## src/rtl/synth_pkg.sv

```systemverilog
// Shared types and constants for the polyphonic voice engine: wave and state
// encodings, noise LFSR constants and the output saturation helper.
package synth_pkg;

  typedef enum logic [1:0] {
    SQUARE = 2'd0,
    SAW    = 2'd1,
    TRI    = 2'd2,
    NOISE  = 2'd3
  } wave_e;

  typedef enum logic [2:0] {
    IDLE    = 3'd0,
    LOAD    = 3'd1,
    MULT    = 3'd2,
    ACCUM   = 3'd3,
    PUBLISH = 3'd4
  } state_e;

  // Galois form of x^23 + x^18 + 1, shifting right.
  localparam int          LFSR_W    = 23;
  localparam logic [22:0] LFSR_POLY = 23'h420000;
  localparam logic [22:0] LFSR_SEED = 23'd1;

  function automatic int sat(input int x, input int out_w);
    int hi;
    int lo;
    hi = (1 << (out_w - 1)) - 1;
    lo = -(1 << (out_w - 1));
    if (x > hi) return hi;
    if (x < lo) return lo;
    return x;
  endfunction

endpackage

```

## src/rtl/synth_wave_gen.sv

```systemverilog
// Combinational waveform generator: maps a pre-update phase, a wave select and
// the shared noise word to one signed OUT_W-bit sample.
module synth_wave_gen
  import synth_pkg::*;
#(
  parameter int ACC_W = 32,
  parameter int OUT_W = 16
) (
  input  logic [ACC_W-1:0]        phase,
  input  logic [1:0]              wave_sel,
  input  logic [OUT_W-1:0]        noise,
  output logic signed [OUT_W-1:0] wave
);

  localparam logic [OUT_W-1:0] M    = {1'b1, {(OUT_W-1){1'b0}}};
  localparam logic [OUT_W-1:0] M_M1 = M - 1'b1;

  logic             s;
  logic [OUT_W-1:0] u;
  logic [OUT_W-1:0] top;

  assign s   = phase[ACC_W-1];
  assign u   = phase[ACC_W-2 -: OUT_W];
  assign top = phase[ACC_W-1 -: OUT_W];

  // All arithmetic is modulo 2^OUT_W; every result fits the signed range.
  always_comb begin
    wave = '0;
    case (wave_sel)
      SQUARE:  wave = s ? (~M_M1 + 1'b1) : M_M1;
      SAW:     wave = top - M;
      TRI:     wave = s ? (M_M1 - u) : (u - M);
      NOISE:   wave = noise;
      default: wave = '0;
    endcase
  end

endmodule

```

## src/rtl/poly_synth_voice_engine.sv

```systemverilog
// Time-multiplexed polyphonic oscillator and mixer: one shared datapath walks
// all voices per frame, then publishes a saturated mix. Define SYNTH_NOISE_EN to build the noise LFSR.
module poly_synth_voice_engine
  import synth_pkg::*;
#(
  parameter int N_VOICES = 8,
  parameter int ACC_W    = 32,
  parameter int VOL_W    = 16,
  parameter int OUT_W    = 16
) (
  input  logic                        clk,
  input  logic                        reset_n,
  input  logic                        sample_tick,
  input  logic [N_VOICES-1:0]         voice_enable,
  input  logic [N_VOICES*2-1:0]       waveform,
  input  logic [N_VOICES*ACC_W-1:0]   phase_inc,
  input  logic [N_VOICES*VOL_W-1:0]   volume,
  output logic [OUT_W-1:0]            out,
  output logic                        out_valid,
  output logic                        busy,
  output logic                        overrun
);

  localparam int VIDX_W = (N_VOICES > 1) ? $clog2(N_VOICES) : 1;
  localparam int MIX_W  = OUT_W + $clog2(N_VOICES) + 1;
  localparam int PROD_W = OUT_W + VOL_W + 1;
  localparam logic [VIDX_W-1:0] LAST_V = VIDX_W'(N_VOICES - 1);

  state_e                    state_q, state_d;
  logic [VIDX_W-1:0]         v_q, v_d;
  logic [ACC_W-1:0]          phase_q [N_VOICES];
  logic [ACC_W-1:0]          phase_d [N_VOICES];
  logic signed [OUT_W-1:0]   wave_q, wave_d;
  logic [VOL_W-1:0]          vol_q, vol_d;
  logic [ACC_W-1:0]          inc_q, inc_d;
  logic [ACC_W-1:0]          p_q, p_d;
  logic                      en_q, en_d;
  logic signed [PROD_W-1:0]  prod_q, prod_d;
  logic signed [PROD_W-1:0]  contrib;
  logic signed [MIX_W-1:0]   mix_q, mix_d;
  logic [OUT_W-1:0]          out_q, out_d;
  logic                      out_valid_q, out_valid_d;
  logic                      overrun_q, overrun_d;
  logic                      do_load, do_mult, do_accum, do_publish;
  logic [OUT_W-1:0]          noise_word;
  logic signed [OUT_W-1:0]   wave_w;

`ifdef SYNTH_NOISE_EN
  logic [LFSR_W-1:0] lfsr_q, lfsr_d;

  always_comb begin
    lfsr_d = lfsr_q;
    if (do_publish) lfsr_d = {1'b0, lfsr_q[LFSR_W-1:1]} ^ (lfsr_q[0] ? LFSR_POLY : '0);
  end

  always_ff @(posedge clk) begin
    if (!reset_n) lfsr_q <= LFSR_SEED;
    else          lfsr_q <= lfsr_d;
  end

  assign noise_word = lfsr_q[OUT_W-1:0];
`else
  assign noise_word = '0;
`endif

  synth_wave_gen #(.ACC_W(ACC_W), .OUT_W(OUT_W)) u_wave_gen (
    .phase    (phase_q[v_q]),
    .wave_sel (waveform[2*v_q +: 2]),
    .noise    (noise_word),
    .wave     (wave_w)
  );

  always_ff @(posedge clk) begin
    if (!reset_n) state_q <= IDLE;
    else          state_q <= state_d;
  end

  always_comb begin
    state_d = state_q;
    case (state_q)
      IDLE:    if (sample_tick) state_d = LOAD;
      LOAD:    state_d = MULT;
      MULT:    state_d = ACCUM;
      ACCUM:   state_d = (v_q == LAST_V) ? PUBLISH : LOAD;
      PUBLISH: state_d = IDLE;
      default: state_d = IDLE;
    endcase
  end

  always_comb begin
    busy       = (state_q != IDLE);
    do_load    = (state_q == LOAD);
    do_mult    = (state_q == MULT);
    do_accum   = (state_q == ACCUM);
    do_publish = (state_q == PUBLISH);
  end

  always_comb begin
    v_d         = v_q;
    phase_d     = phase_q;
    wave_d      = wave_q;
    vol_d       = vol_q;
    inc_d       = inc_q;
    p_d         = p_q;
    en_d        = en_q;
    prod_d      = prod_q;
    mix_d       = mix_q;
    out_d       = out_q;
    out_valid_d = 1'b0;
    contrib     = prod_q >>> VOL_W;
    // Any tick outside IDLE (PUBLISH included) is dropped and remembered.
    overrun_d   = overrun_q | (sample_tick & busy);
    if (state_q == IDLE) v_d = '0;
    if (do_load) begin
      en_d   = voice_enable[v_q];
      wave_d = voice_enable[v_q] ? wave_w : '0;
      vol_d  = volume[v_q*VOL_W +: VOL_W];
      inc_d  = phase_inc[v_q*ACC_W +: ACC_W];
      p_d    = phase_q[v_q];
      if (v_q == '0) mix_d = '0;
    end
    if (do_mult) begin
      prod_d = $signed({{(VOL_W+1){wave_q[OUT_W-1]}}, wave_q}) *
               $signed({{(OUT_W+1){1'b0}}, vol_q});
    end
    if (do_accum) begin
      mix_d          = mix_q + MIX_W'(contrib);
      phase_d[v_q]   = en_q ? (p_q + inc_q) : '0;
      v_d            = v_q + VIDX_W'(1);
    end
    if (do_publish) begin
      out_d       = OUT_W'(sat(int'(mix_q), OUT_W));
      out_valid_d = 1'b1;
    end
  end

  always_ff @(posedge clk) begin
    if (!reset_n) begin
      v_q         <= '0;
      for (int i = 0; i < N_VOICES; i++) phase_q[i] <= '0;
      wave_q      <= '0;
      vol_q       <= '0;
      inc_q       <= '0;
      p_q         <= '0;
      en_q        <= 1'b0;
      prod_q      <= '0;
      mix_q       <= '0;
      out_q       <= '0;
      out_valid_q <= 1'b0;
      overrun_q   <= 1'b0;
    end else begin
      v_q         <= v_d;
      phase_q     <= phase_d;
      wave_q      <= wave_d;
      vol_q       <= vol_d;
      inc_q       <= inc_d;
      p_q         <= p_d;
      en_q        <= en_d;
      prod_q      <= prod_d;
      mix_q       <= mix_d;
      out_q       <= out_d;
      out_valid_q <= out_valid_d;
      overrun_q   <= overrun_d;
    end
  end

  assign out       = out_q;
  assign out_valid = out_valid_q;
  assign overrun   = overrun_q;

endmodule
```

## config.mk

```make
export PLATFORM = sky130hd
export DESIGN_NAME = poly_synth_voice_engine
export DESIGN_NICKNAME = d
export VERILOG_FILES = /design/src/rtl/synth_pkg.sv /design/src/rtl/synth_wave_gen.sv /design/src/rtl/poly_synth_voice_engine.sv
export SDC_FILE = /design/constraint.sdc
export NUM_CORES = 2
export LEC_CHECK = 0
export CAP_MARGIN = 5
export CELL_PAD_IN_SITES_DETAIL_PLACEMENT = 1
export CELL_PAD_IN_SITES_GLOBAL_PLACEMENT = 1
export CORE_MARGIN = 1.5
export CORE_UTILIZATION = 45
export DETAILED_ROUTE_END_ITERATION = 8
export DONT_BUFFER_PORTS = 1
export GPL_ROUTABILITY_DRIVEN = 0
export PLACE_DENSITY = 0.88
export SLEW_MARGIN = 10
export SYNTH_ARGS = -nofsm -noshare
export SYNTH_HDL_FRONTEND = slang
export SYNTH_SLANG_ARGS = --single-unit
```

## constraint.sdc

```tcl
create_clock -name clk -period 5.5 [get_ports clk]
set_input_delay 1.65 -clock clk [delete_from_list [all_inputs] [get_ports clk]]
set_output_delay 1.65 -clock clk [all_outputs]
set_load 0.1 [all_outputs]
```

Word level (Yosys, flattened, before mapping)
Cells that the tools add are included.
{ "classes": {"addsub": 6, "multipliers": 1, "div": 0, "n_lt_le_gt_ge": 5, "eq_ne": 9, "shifts": 3, "n_mux": 31, "n_bitwise": 3, "n_reduce_logical": 9} }
{ "ops": {"columns": ["cell", "count"], "rows": [
  ["bitwise mux 256 bit", 1],
  ["variable part select 256 x 9 -> 32 bit", 1],
  ["two-way mux 32 bit", 4],
  ["variable part select 128 x 8 -> 16 bit", 1],
  ["binary-select mux 32 bit (select 3 bit)", 1],
  ["demux 32 bit (select 3 bit)", 1],
  ["two-way mux 16 bit", 6],
  ["one-hot mux 16 bit (4 select lines)", 1],
  ["two-way mux 20 bit", 3],
  ["multiplier 16 x 17 -> 33 bit", 1],
  ["adder 32 bit", 1],
  ["subtractor 16 bit (second input constant)", 2],
  ["adder 20 x 17 -> 20 bit", 1],
  ["> comparator 20 x 16 -> 1 bit (second input constant)", 1],
  ["less-than comparator 20 x 16 -> 1 bit (second input constant)", 1],
  ["variable part select 16 x 5 -> 2 bit", 1],
  ["subtractor 15 x 16 -> 16 bit (first input constant)", 1],
  ["two-way mux 15 bit", 1],
  ["two-way mux 3 bit", 4],
  ["one-hot mux 3 bit (4 select lines)", 1],
  ["two-way mux 1 bit", 7],
  ["equality test 3 x 2 -> 1 bit (second input constant)", 2],
  ["equality test 3 bit (second input constant)", 2],
  ["logical NOT 3 bit", 2],
  ["other kinds (17)", 20]
]} }
{ "word_totals": {"reg_bits": 430, "latchBits": 0, "ramBits": 0, "rom_bits": 0, "output_inout_bits": 19, "wordCells": 87, "n_memories": 0} }

Logic depth before layout (Yosys ltp)
{ "depth": {"depth_word": 8, "ltp_mapped": 23, "mapped_depth_nobuf": 21} }

Cells and area by module
From an unflattened synthesis, not the netlist that was laid out.
{ "unflattened": {"cells_unflattened": 3395, "area_unflattened_um2": 30339.1} }
{ "modules_own_cells": {"columns": ["mod", "n_inst", "cells_each", "area_each_um2"], "rows": [
  ["poly_synth_voice_engine", 1, 3307, 29666.0],
  ["synth_wave_gen", 1, 88, 673.1]
]} }

Worst setup path after synthesis
No wires, ideal clock.
{ "synth_path": {"path_kind": "register to register", "start": "register wave_q[9]", "end": "register prod_q[28]", "setup_ns": 0.140, "arrival_time_ns": 5.759, "required_ns": 5.360, "path_slack_ns": -0.399, "path_stages_with_launch": 24, "path_buffers": 2, "period_less_slack_ns": 5.899, "path_cell_list": "dfxtp_1 clkbuf_1 clkbuf_1 nand2_1 fa_1 inv_1 fa_1 inv_1 fa_1 inv_1 fa_1 fa_1 inv_1 fa_1 inv_1 ha_1 nand3_1 nor2_1 a32oi_1 nand3_1 a2111oi_0 nor3_1 o21ai_0 o311ai_0"} }
{ "synth_via": {"elab_chain_cells": 1} }
{ "synth_lines": {"columns": ["item", "line", "rtl"], "rows": [
  ["from (decl)", "poly_synth_voice_engine.sv:33", "logic signed [OUT_W-1:0] wave_q, wave_d;"],
  ["from (signal assigned)", "poly_synth_voice_engine.sv:154", "wave_q <= wave_d;"],
  ["multiplier 16 x 17 -> 33 bit", "poly_synth_voice_engine.sv:123", "prod_d = $signed({{(VOL_W+1){wave_q[OUT_W-1]}}, wave_q}) *"],
  ["to (signal assigned)", "poly_synth_voice_engine.sv:159", "prod_q <= prod_d;"],
  ["to (decl)", "poly_synth_voice_engine.sv:38", "logic signed [PROD_W-1:0] prod_q, prod_d;"]
]} }
Every way passes these cells.
A chain may end at the register's enable or synchronous reset.

Worst setup path in the final report
{ "layout_path": {"start": "register wave_q[4]", "end": "register prod_q[32]"} }
The elaborated chain is that of the path after synthesis.

==> flow_summary.ini <==
[run_status]
status = complete, but fails checks
violations = negative setup slack

[grt]
grt_pass1_vias = 30000
grt_max_degree = 171
grt_usage_pct = 32.9
gr-total-overflow = 0
antenna_found_initial = 20
grt_first_pass_wirelength_um = 177000

[critical_path]
path_class = reg -> reg
arrival_ns = 6.64
crit_start = wave_q[4]
crit_path_start_kind = flop
worstPathRequired_ns = 6.02
cp-end-kind = flop
r2r_slack_ns = -0.62
r2r_cells = 22
cp-endpoint = prod_q[32]
crit_fanout = 6
r2r-end = prod_q[32]
r2r-start = wave_q[4]

[clocking]
clk_path_buf_depth = 3
cts_sinks = 414
clkLatencyLatePin_ns = 0.63
path_clk_slew_ns = 0.07
cts-root-buf = clkbuf_16
cts_tree = yes
cts_buffers = 46
cts_hold_buf = 0
htree_levels = 2

[place]
io_buffers = 0
hpwl_um = 77600
placed_cells = 4146

[sta]
timing.final.ws_setup_ns = -0.616
slew_violations = 0
fmax_mhz = 163
slew_headroom_pct = 17.3
setup_violations = 16
worst_pin_slew_ns = 1.24
fin_crit_sh_pct = 111
min_period_ns = 6.12
rsz0062_at_grt = yes
hold_violations = 0
finalClockSkew_ns = 0.0564
holdWs_ns = 0.454

[synthesis]
synth_ff_type = dfxtp_1
netlist_area_um2 = 30300
synth_top_area_share_pct = 27.4
yosysTopAreaCell = dfxtp_1
synthCells = 3366
yosysSeqAreaShare_pct = 27.4
avgSynthCellArea_um2 = 8.99
ys_types = 70
synth_nets = 4144
synth_edf_count = 0
synth_area_leaders = dfxtp_1 27%, fa_1 13%, mux4_2 12%, nand2_1 7.4%, ha_1 7.1%
async_flop_share_pct = 0
ys_ff_latch = 414
yosysWarnings = 0

[floorplanning]
rows = 94
die_h_um = 262
coreArea_um2 = 66200
die_w_um = 262
pin_count = 430
start_util_pct = 45.7
die-area_um2 = 68800

[routing]
firstDrtPassIters = 5
viasPerCell = 6.51
vias = 27800
antenna_left = 0
wire_per_inst_um = 27.1
drt_iter0_drc = 2427
route.detailed.drc = 0
wl_um = 116000

[pwr]
powerDensity_nw_per_um2 = 240
p_leak_uw = 0.0137
peakVddDrop_mv = 0.196

[worst_hold_path]
hold_class = reg -> reg

[finish]
area_growth_pct = 12.9
nNetsFinal = 4133
final_cells = 4276
drive_above_1_share_pct = 18.0

[job]
max_cap_violations = 0
==> per-layer routing <==
metal	vias up	global-route usage (%)	part of all wire, %
li1	11700	-	-
met1	14000	36.6	36
met2	1557	57.1	49
met3	585	7.88	8.3
met4	12	19.2	6.8
met5	-	0.762	0.11
==> registers in the layout, indices dropped and copies added (netlist names) <==
name and flops:
vol_q 16, phase_q 256, out_valid 1, out 16, state_q 3, p_q 32, overrun 1, en_q 1
v_q 3, mix_q 20, inc_q 32, wave_q 16, prod_q 17
==> synth_stat cells (5+ instances only) <==
| library cell | number |
|---|---|
| nand2_1 | 598 |
| dfxtp_1 | 414 |
| inv_1 | 264 |
| a21oi_1 | 214 |
| fa_1 | 195 |
| nor2_1 | 193 |
| clkbuf_1 | 188 |
| ha_1 | 172 |
| mux4_2 | 166 |
| nand3_1 | 154 |
| o21ai_0 | 140 |
| and2_1 | 124 |
| a311oi_1 | 64 |
| xnor2_1 | 47 |
| and3_1 | 33 |
| a21o_1 | 32 |
| a211oi_1 | 30 |
| buf_2 | 28 |
| a31o_2 | 25 |
| mux2i_1 | 23 |
| o211ai_1 | 23 |
| a22oi_1 | 20 |
| buf_1 | 18 |
| nor3_1 | 17 |
| a32o_1 | 16 |
| nand4_1 | 15 |
| o21bai_1 | 14 |
| nand2b_1 | 13 |
| xor2_1 | 11 |
| o311ai_0 | 10 |
| a31oi_1 | 9 |
| nor2b_1 | 9 |
| o21a_1 | 9 |
| or3_1 | 7 |
| nor4_1 | 6 |
| o31ai_1 | 6 |
| a21boi_0 | 5 |
==> layout make-up <==
| cell class | instances | area, um2 |
|---|---|---|
| Antenna cell | 21 | 52.6 |
| Clock buffer | 61 | 1310 |
| Clock inverter | 23 | 303 |
| Fill cell | 7523 | 32100 |
| Inverter | 266 | 1010 |
| Multi-Input combinational cell | 2450 | 20600 |
| Sequential cell | 414 | 8360 |
| Tap cell | 864 | 1080 |
| Timing Repair Buffer | 177 | 1440 |
==> per-stage QoR <==
stage	setup slack, ns	setup TNS, ns	area [um2]	total power, uW	util [%]
detailed placement	-0.478	-5.65	31800	4770	48.0
floorplan	0.00410	0	30500	4250	-
global route	-0.641	-7.52	34100	8430	51.5
global placement	-0.266	-2.00	31800	4690	48.0
CTS	-0.300	-3.20	33900	8090	51.2
finish	-0.616	-6.44	34200	8190	51.6
==> kinds of logic (layout without fill, tap and decap cells) <==
logic type                 after synthesis  count (layout)  synth area share, %
and+or+nand+nor                       1188            1188                 17.4
AOI/OAI and AO/OA                      643             643                 13.8
buffers and inverters                  502             527                 6.35
DFF                                    414             414                 27.4
adders and majority gates              367             367                 20.0
muxes                                  191             191                 13.2
xor gates and xnor gates                61              61                 1.88
other                                    0              21                    0
==> cell usage in the layout, fill, tap and decap left out, types with 26 or more instances in the layout <==
master,instances
inv_1,242
a21oi_1,203
and3_1,31
o21ai_0,131
a21o_1,32
a211oi_1,26
fa_1,182
ha_1,162
mux4_2,166
clkbuf_16,47
nor2_1,191
nand3_1,146
a311oi_1,64
buf_4,155
nand2_1,595
dfxtp_1,383
xnor2_1,45
and2_1,112
==> worst max-delay path, stage by stage, from the launching register on <==
cell and delay (ns):
dfxtp_4 0.38, buf_6 0.14, buf_6 0.12, and2_4 0.17, fa_1 0.62, inv_2 0.08
fa_1 0.50, inv_2 0.06, fa_1 0.55, fa_1 0.46, fa_1 0.52, inv_1 0.06
fa_1 0.50, inv_2 0.05, ha_4 0.21, a21o_1 0.17, a21o_1 0.20, a21oi_2 0.21
nor2b_2 0.08, a21oi_4 0.21, a211oi_4 0.11, or3_4 0.41, a31oi_1 0.19
==> worst min-delay path by stage <==
| stage | start | endpoint | slack [ns] | cells past startpoint |
|---|---|---|---|---|
| after global routing | phase_q[101] | phase_q[101] | 0.47 | 2 |
| after CTS | phase_q[101] | phase_q[101] | 0.45 | 2 |
| final | phase_q[34] | phase_q[34] | 0.45 | 2 |
| after global placement | phase_q[21] | phase_q[21] | 0.44 | 2 |
| after floorplan | phase_q[181] | phase_q[181] | 0.43 | 2 |
| after detailed placement | phase_q[142] | phase_q[142] | 0.45 | 2 |
==> power by group <==
part	switching (uW)	total (uW)	internal, uW	leakage, uW
Combinational	1000	1570	565	0.00949
Clock	1410	3330	1930	0.000794
Sequential	169	3280	3110	0.00337
==> what timing repair did <==
| item | 4_1_cts | 5_1_grt |
|---|---|---|
| setup buffers | 18 | 7 |
| pin swaps | 73 | 41 |
| endpoints found under the setup margin | 17 | 17 |
| cloned | 0 | 0 |
| gates resized for setup | 129 | 46 |
Power figures use the tool's default switching activity.
